$ cat src/rtl/nonce_scheduler.sv
// Nonce issue sequencer for the pipelined SHA-256 double-hash datapath.
// Optional MINER_HASHCNT_EN adds a saturating count of accepted results (hash_count).
module nonce_scheduler #(
  parameter int WORD_S  = 32,
  parameter int H_SIZE  = 256,
  parameter int LATENCY = 130,
  parameter int CNT_W   = 48
) (
  input  logic              clk,
  input  logic              reset,
  input  logic              start,
  input  logic              abort,
  input  logic [WORD_S-1:0] nonce_start,
  input  logic [WORD_S-1:0] nonce_end,
  input  logic [WORD_S-1:0] target,
  output logic              pipe_en,
  output logic [WORD_S-1:0] pipe_nonce,
  input  logic              res_valid,
  input  logic [WORD_S-1:0] res_nonce,
  input  logic [H_SIZE-1:0] res_hash,
  output logic              busy,
  output logic              done,
  output logic              found,
  output logic [WORD_S-1:0] found_nonce
`ifdef MINER_HASHCNT_EN
  ,
  output logic [CNT_W-1:0]  hash_count
`endif
);

  localparam int IF_W = $clog2(LATENCY + 2);
  localparam logic [WORD_S-1:0] NONCE_ONE = {{(WORD_S-1){1'b0}}, 1'b1};
  localparam logic [IF_W-1:0]   IF_ONE    = {{(IF_W-1){1'b0}}, 1'b1};
  localparam logic [IF_W-1:0]   IF_ZERO   = {IF_W{1'b0}};

  typedef enum logic [1:0] {
    IDLE  = 2'd0,
    ISSUE = 2'd1,
    DRAIN = 2'd2,
    DONE  = 2'd3
  } state_t;

  state_t            state_r, state_next_s;
  logic [WORD_S-1:0] cur_r, cur_next_s;
  logic [WORD_S-1:0] end_r;
  logic [WORD_S-1:0] target_r;
  logic              pipe_en_r;
  logic [WORD_S-1:0] pipe_nonce_r;
  logic              busy_r, done_r, found_r;
  logic [WORD_S-1:0] found_nonce_r;
  logic [IF_W-1:0]   inflight_r;

  logic              load_s, issue_s;
  logic [WORD_S-1:0] issue_nonce_s;
  logic              res_accept_s, below_s, hit_s;

  // Results with nothing in flight are stale and must not count or hit.
  assign res_accept_s = res_valid && (inflight_r != IF_ZERO);
  assign below_s      = res_hash[H_SIZE-1 -: WORD_S] < target_r;
  assign hit_s        = res_accept_s && below_s && !found_r;

  assign pipe_en     = pipe_en_r;
  assign pipe_nonce  = pipe_nonce_r;
  assign busy        = busy_r;
  assign done        = done_r;
  assign found       = found_r;
  assign found_nonce = found_nonce_r;

  // Next-state and issue decision.
  always_comb begin
    state_next_s  = state_r;
    cur_next_s    = cur_r;
    load_s        = 1'b0;
    issue_s       = 1'b0;
    issue_nonce_s = cur_r;
    case (state_r)
      IDLE, DONE: begin
        if (start) begin
          load_s        = 1'b1;
          issue_s       = 1'b1;
          issue_nonce_s = nonce_start;
          cur_next_s    = nonce_start + NONCE_ONE;
          if (nonce_start == nonce_end) begin
            state_next_s = DRAIN;
          end else begin
            state_next_s = ISSUE;
          end
        end else begin
          state_next_s = state_r;
        end
      end
      ISSUE: begin
        if (abort || hit_s) begin
          state_next_s = DRAIN;
        end else begin
          issue_s       = 1'b1;
          issue_nonce_s = cur_r;
          cur_next_s    = cur_r + NONCE_ONE;
          if (cur_r == end_r) begin
            state_next_s = DRAIN;
          end else begin
            state_next_s = ISSUE;
          end
        end
      end
      DRAIN: begin
        // The last registered issue is not yet in the in-flight count.
        if ((inflight_r == IF_ZERO) && !res_valid && !pipe_en_r) begin
          state_next_s = DONE;
        end else begin
          state_next_s = DRAIN;
        end
      end
      default: begin
        state_next_s = IDLE;
      end
    endcase
  end

  // Control state, job registers and issue outputs.
  always_ff @(posedge clk or posedge reset) begin
    if (reset) begin
      state_r      <= IDLE;
      cur_r        <= {WORD_S{1'b0}};
      end_r        <= {WORD_S{1'b0}};
      target_r     <= {WORD_S{1'b0}};
      pipe_en_r    <= 1'b0;
      pipe_nonce_r <= {WORD_S{1'b0}};
      busy_r       <= 1'b0;
      done_r       <= 1'b0;
    end else begin
      state_r   <= state_next_s;
      cur_r     <= cur_next_s;
      pipe_en_r <= issue_s;
      busy_r    <= (state_next_s == ISSUE) || (state_next_s == DRAIN);
      done_r    <= (state_r == DRAIN) && (state_next_s == DONE);
      if (load_s) begin
        end_r    <= nonce_end;
        target_r <= target;
      end
      if (issue_s) begin
        pipe_nonce_r <= issue_nonce_s;
      end
    end
  end

  // First-hit capture and in-flight tracking.
  always_ff @(posedge clk or posedge reset) begin
    if (reset) begin
      found_r       <= 1'b0;
      found_nonce_r <= {WORD_S{1'b0}};
      inflight_r    <= IF_ZERO;
    end else begin
      if (load_s) begin
        found_r       <= 1'b0;
        found_nonce_r <= {WORD_S{1'b0}};
      end else if (hit_s) begin
        found_r       <= 1'b1;
        found_nonce_r <= res_nonce;
      end
      case ({pipe_en_r, res_accept_s})
        2'b10:   inflight_r <= inflight_r + IF_ONE;
        2'b01:   inflight_r <= inflight_r - IF_ONE;
        default: inflight_r <= inflight_r;
      endcase
    end
  end

`ifdef MINER_HASHCNT_EN
  logic [CNT_W-1:0] hash_count_r;
  assign hash_count = hash_count_r;

  // Saturating count of accepted results for the current job.
  always_ff @(posedge clk or posedge reset) begin
    if (reset) begin
      hash_count_r <= {CNT_W{1'b0}};
    end else if (load_s) begin
      hash_count_r <= {CNT_W{1'b0}};
    end else if (res_accept_s && !(&hash_count_r)) begin
      hash_count_r <= hash_count_r + {{(CNT_W-1){1'b0}}, 1'b1};
    end
  end
`else
  localparam int UNUSED_CNT_W = CNT_W;
`endif

  // Only the top word of the hash takes part in the target compare.
  logic unused_hash_s;
  assign unused_hash_s = ^res_hash[H_SIZE-WORD_S-1:0];

endmodule

$ cat config.mk
export PLATFORM = sky130hd
export DESIGN_NAME = nonce_scheduler
export DESIGN_NICKNAME = d
export VERILOG_FILES = /design/src/rtl/nonce_scheduler.sv
export SDC_FILE = /design/constraint.sdc
export NUM_CORES = 1
export LEC_CHECK = 0
export ABC_AREA = 1
export BUFFER_PORTS_ARGS = -buffer_cell sky130_fd_sc_hd__buf_2
export CAP_MARGIN = 20
export CORE_AREA = 5 5 173 175
export DETAILED_ROUTE_END_ITERATION = 12
export DIE_AREA = 0 0 178 180
export PLACE_DENSITY = 0.74
export SETUP_SLACK_MARGIN = 0.1
export SYNTH_ARGS = -nofsm -noshare
export SYNTH_HDL_FRONTEND = slang
export SYNTH_SLANG_ARGS = --single-unit
$ cat constraint.sdc
create_clock -name clk -period 4.9 [get_ports clk]
set_input_delay 0.245 -clock clk [delete_from_list [all_inputs] [get_ports clk]]
set_output_delay 0.245 -clock clk [all_outputs]
set_load 0.01 [all_outputs]
; Yosys cells after proc, flatten, opt, wreduce, memory -nomap -nowiden
; Cells that the tools add are included.
; Widths: inputs -> output; s select.
[classes]
add_sub_neg = 4
order_cmp = 1
eq_ne = 12
muxes = 20
n_reduce_logical = 19
[ops]
columns = operator, n
row1 = $mux 32, 6
row2 = $add 32x1->32 const B, 2
row3 = $eq 32x32->1, 2
row4 = $pmux 32 s2, 1
row5 = $lt 32x32->1, 1
row6 = $pmux 8 s2, 1
row7 = $eq 2x2->1 const B, 5
row8 = $add 8x1->8 const B, 1
row9 = $logic_not 8->1, 1
row10 = $mux 2, 4
row11 = $reduce_bool 8->1, 1
row12 = $sub 8x1->8 const B, 1
row13 = $eq 2x1->1 const B, 3
row14 = $logic_and 1x1->1, 6
row15 = $mux 1, 6
row16 = $pmux 2 s3, 1
row17 = $reduce_bool 2->1, 3
row18 = $ne 2x2->1 const B, 2
row19 = $logic_not 1->1, 3
row20 = $reduce_and 3->1, 1
row21 = $logic_not 2->1, 1
row22 = $logic_or 1x1->1, 2
row23 = $pmux 1 s2, 1
row24 = $reduce_or 2->1, 1
[totals]
register_bits = 174
in_bits = 389
out_inout_bits = 68
word_cells = 67

; Longest topological paths before layout
[depth]
ltp_word = 9
ltp_mapped = 18

; Worst setup path after synthesis
; No wires, ideal clock.
[synth_timing]
path_type = flip-flop to flip-flop
from = register inflight_r[0]
to = register inflight_r[7]
t_arrival_ns = 2.308
required_time_ns = 4.765
setup_slack_ns = 2.457
stages_incl_launch_ff = 18
n_path_buf = 0
period_less_slack_ns = 2.443
cell_sequence = dfrtp_1 inv_1 nand4_1 nor2_1 nor2_1 ha_1 ha_1 a21oi_1 nand2_1 nand2_1 nand2_1 a21oi_1 nor2_1 o21ai_0 nand2_1 xor2_1 nand2_1 o21ai_0
[synth_between]
elab_chain_len = 4
word_cells_on_any_way = 8
cone_classes = add/sub (2) / eq/ne (2) / mux (1) / reduce/logical (3)
[synth_rtl]
columns = element, line
row1 = from (decl), 51  ; logic [IF_W-1:0] inflight_r;
row2 = from (signal assigned), 162  ; 2'b10: inflight_r <= inflight_r + IF_ONE;
row3 = from (signal assigned), 163  ; 2'b01: inflight_r <= inflight_r - IF_ONE;
row4 = from (signal assigned), 164  ; default: inflight_r <= inflight_r;
row5 = "parallel branches: the longest is 4 deep, another holds $sub 8x1->8", -
; Several ways; the timed one is not identified.
; A chain may end at the register's enable or synchronous reset.

; Worst setup path in the final report
[layout_timing]
from = register state_r[0]
to = register pipe_nonce_r[15] (netlist: pipe_nonce[15])
[layout_between]
elab_chain_len = 3
word_cells_on_any_way = 6
cone_classes = eq/ne (2) / mux (2) / reduce/logical (2)
[layout_rtl]
columns = element, line
row1 = from (decl), 43  ; state_t state_r, state_next_s;
row2 = from (signal assigned), 132  ; state_r <= state_next_s;
row3 = $eq 2x2->1 / $logic_not 2->1 (equally long branches), 76  ; case (state_r)
row4 = $reduce_or 2->1, 76
row5 = $pmux 1 s2 / $mux 32 (equally long branches), -
row6 = to (signal assigned), 128  ; pipe_nonce_r <= {WORD_S{1'b0}};
row7 = to (signal assigned), 142  ; pipe_nonce_r <= issue_nonce_s;
row8 = to (decl), 48  ; logic [WORD_S-1:0] pipe_nonce_r;
; Parallel ways exist; a longest one is shown, timed or not.

==> results_dict.tcl <==
set metrics [dict create \
    synth_top_family_by_area "simple AND/OR/NAND/NOR gates" \
    synthSimpleGateAreaFrac 0.269 \
    cp-endpoint "pipe_nonce[15]$_DFFE_PP0P_" \
    synth.area.mux_share 0.0150 \
    gr-max-usage-layer "met2" \
    yosysSeqAreaShare 0.415 \
    drt_wl_total_mm 35.9 \
    crit_path_max_fanout 94 \
    antenna_found_initial 4 \
    skew_ns 0.0227 \
    endpoint_kind "register" \
    violations "hold timing" \
    clock_sinks 174 \
    nNetsFinal 1932 \
    rows 62 \
    gp_congestion 0.952 \
    powerDensity_nw_per_um2 678 \
    synthArstFlopShare 1.00 \
    io_pins 457 \
    grt_max_degree 175 \
    status "complete, but fails checks" \
    area_delta_synth_final_pct 19.5 \
    rr_endpoint "pipe_nonce[15]$_DFFE_PP0P_" \
    hold_slack_ns -0.0242 \
    final_area_um2 12500 \
    critPathLaunch "state_r[0]$_DFF_PP0_" \
    synth_compound_area_frac 0.107 \
    finalSetupViolations 0 \
    wire_per_inst_um 18.9 \
    grt_use_total 0.219 \
    period_minus_slack_ns 3.12 \
    fin_crit_sh 0.637 \
    cp_data_arrival_time_ns 3.49 \
    clock_latency_ns 0.44 \
    worstPathRequired_ns 5.27 \
    place_area_um2 11900 \
    ys_ff_latch 174 \
    synth-xor-area-share 0.0585 \
    tightestPinTransition_ns 1.07 \
    vias_per_cell 5.02 \
    synth_area_per_cell_um2 8.08 \
    root_buffer "clkbuf_16" \
    use_met3 0.0435 \
    core_region_area_um2 28300 \
    synth_cell_types 51 \
    hp-class "in2async" \
    drt_first_pass_iters 5 \
    grt_overflow 0 \
    start_util 0.370 \
    cts_setup_buffers 0 \
    grtUsageMet2 0.354 \
    worstSetupPathType "reg2reg" \
    tns_ns 0 \
    netlist_instances 1298 \
    reg2reg_depth 7 \
    total_power_mw 8.49 \
    grt_pass1_wl_mm 53.9 \
    ff2ff_setup_slack_ns 1.78 \
    dr.first_iter.drc_count 693 \
    r2r-start "state_r[0]$_DFF_PP0_" \
    die_w_um 178 \
    rsz0062_at_grt "false" \
    ir_drop_v 0.000356 \
    ys_warn_count 0 \
    routed-via-count 9548 \
    drc 0 \
    maxCapViolCount 0 \
    finalHoldViolCount 13 \
    cts_hold_buf 0 \
    relSlewSlack 0.289 \
    finalMaxSlewViolations 0 \
    io_buffer_count 232 \
    cts-resized-gates 0 \
    synth-main-ff-cell "dfrtp_1" \
    drive_gt1_frac 0.243 \
    synth_edf_count 0 \
    drt.antenna.violating_nets 0 \
    syn_nets 1730 \
    cts_buffers 17 \
    die_area_um2 32000 \
    die_h_um 180 \
    cts_tree "built" \
    netlist_area_um2 10500 \
    critPathLaunchType "register" \
    path_clk_slew_ns 0.08 \
    grt_pass1_vias 9555 \
    cts_max_level 4 \
    synthAdderAreaFrac 0.0520 \
    clock.fmax_ghz 0.321 \
    met1_usage 0.294 \
    cts_buffer_depth 2 \
    p_leak_nw 6.44 \
    hpwl_mm 28.4 \
]
-- state kept, by name (all words and copies together) (netlist names) --
signal,count
done,1
target_r,32
busy,1
found,1
pipe_nonce,32
end_r,32
state_r,2
inflight_r,8
found_nonce,32
cur_r,32
pipe_en,1
-- layer usage --
metal	share of wire	routed length, um
met1	0.42	15200
met2	0.47	17100
met3	0.074	2660
met4	0.029	1040
met5	0	0
-- synth_stat cells, drive strengths merged, types with 2 or more instances --
library cell,n,share of area
nand3b,4,0.0029
nor2,98,0.044
or2,3,0.0018
o21ai,94,0.055
clkbuf,27,0.0097
inv,136,0.049
ha,42,0.050
dfrtp,174,0.42
xnor2,38,0.032
buf,32,0.024
xor2,32,0.027
and2,2,0.0012
nand2,325,0.12
nand4,18,0.011
a21oi,68,0.038
o22ai,15,0.0090
nor4,7,0.0068
and3,2,0.0012
mux2,14,0.015
nor3,25,0.016
o2111ai,3,0.0025
nand3,131,0.063
-- kinds of logic after synthesis --
kind of cell,count (synthesis)
AOI/OAI and AO/OA,185
xor gates and xnor gates,70
adders and majority gates,43
buffers and inverters,196
DFF,174
muxes,14
and+or+nand+nor,616
-- worst min-delay path by stage --
stage,startpoint,end,slack (ns),cells past startpoint
2_1_floorplan,res_nonce[0],found_nonce[0]$_DFFE_PP0P_,0.38,2
3_3_place_gp,pipe_nonce[18]$_DFFE_PP0P_,pipe_nonce[18]$_DFFE_PP0P_,0.45,2
3_5_place_dp,pipe_nonce[31]$_DFFE_PP0P_,pipe_nonce[31]$_DFFE_PP0P_,0.45,2
4_1_cts,res_nonce[19],found_nonce[19]$_DFFE_PP0P_,0.009,3
5_1_grt,res_nonce[24],found_nonce[24]$_DFFE_PP0P_,0.02,3
6_report,reset,end_r[12]$_DFFE_PP0P_,-0.02,3
-- per-stage QoR --
step	utilization	instances	setup slack (ns)	hold slack (ns)
finish	0.443	1901	1.78	-0.0242
CTS	0.442	1897	1.74	0.00948
floorplan	-	1298	2.43	0.383
global placement	0.420	1865	1.83	0.451
detailed placement	0.420	1865	1.75	0.453
global route	0.442	1900	1.43	0.0187
-- power by group --
part	switching, mW	internal [mW]
Sequential	0.451	2.14
Combinational	2.90	1.55
Clock	0.707	0.749
Total	4.05	4.44
-- critical path: stages, from the launching register on --
cell and delay (ns):
dfrtp_1 0.44, inv_1 0.07, ha_1 0.36, nand2_4 0.69, nand2_2 0.61, nand2_2 0.66, nand2_1 0.12, nand2_1 0.08
-- cell usage in the layout (no fill, tap or decap), types with 4 or more instances in the layout --
| master | instances |
|---|---|
| a21oi_1 | 59 |
| nand3_1 | 130 |
| nand2_2 | 9 |
| o21ai_4 | 5 |
| nor3_1 | 17 |
| nand2_1 | 313 |
| ha_1 | 41 |
| inv_2 | 4 |
| buf_4 | 9 |
| nor3_2 | 7 |
| o21ai_0 | 62 |
| clkinv_8 | 5 |
| nor2_2 | 11 |
| diode_2 | 4 |
| nor4_1 | 4 |
| dfrtp_1 | 174 |
| o21ai_1 | 15 |
| buf_2 | 232 |
| o22ai_1 | 15 |
| nand3b_1 | 4 |
| a21oi_2 | 6 |
| inv_1 | 131 |
| mux2_2 | 14 |
| inv_8 | 4 |
| xor2_1 | 32 |
| nor2_4 | 9 |
| clkbuf_16 | 17 |
| o21ai_2 | 12 |
| nor2_1 | 78 |
| xnor2_1 | 38 |
| nand4_1 | 17 |
-- final cells by class --
type                    instances  area [um2]
multi-input cells             928        5290
clock inverters                15         208
clock buffers                  17         425
fillers                      2830       15800
well taps                     384         480
repair buffers                242        1250
flip-flops and latches        174        4350
inverters                     137         518
diodes                          4        10.0
No activity file was read; power rests on OpenSTA's default activity.
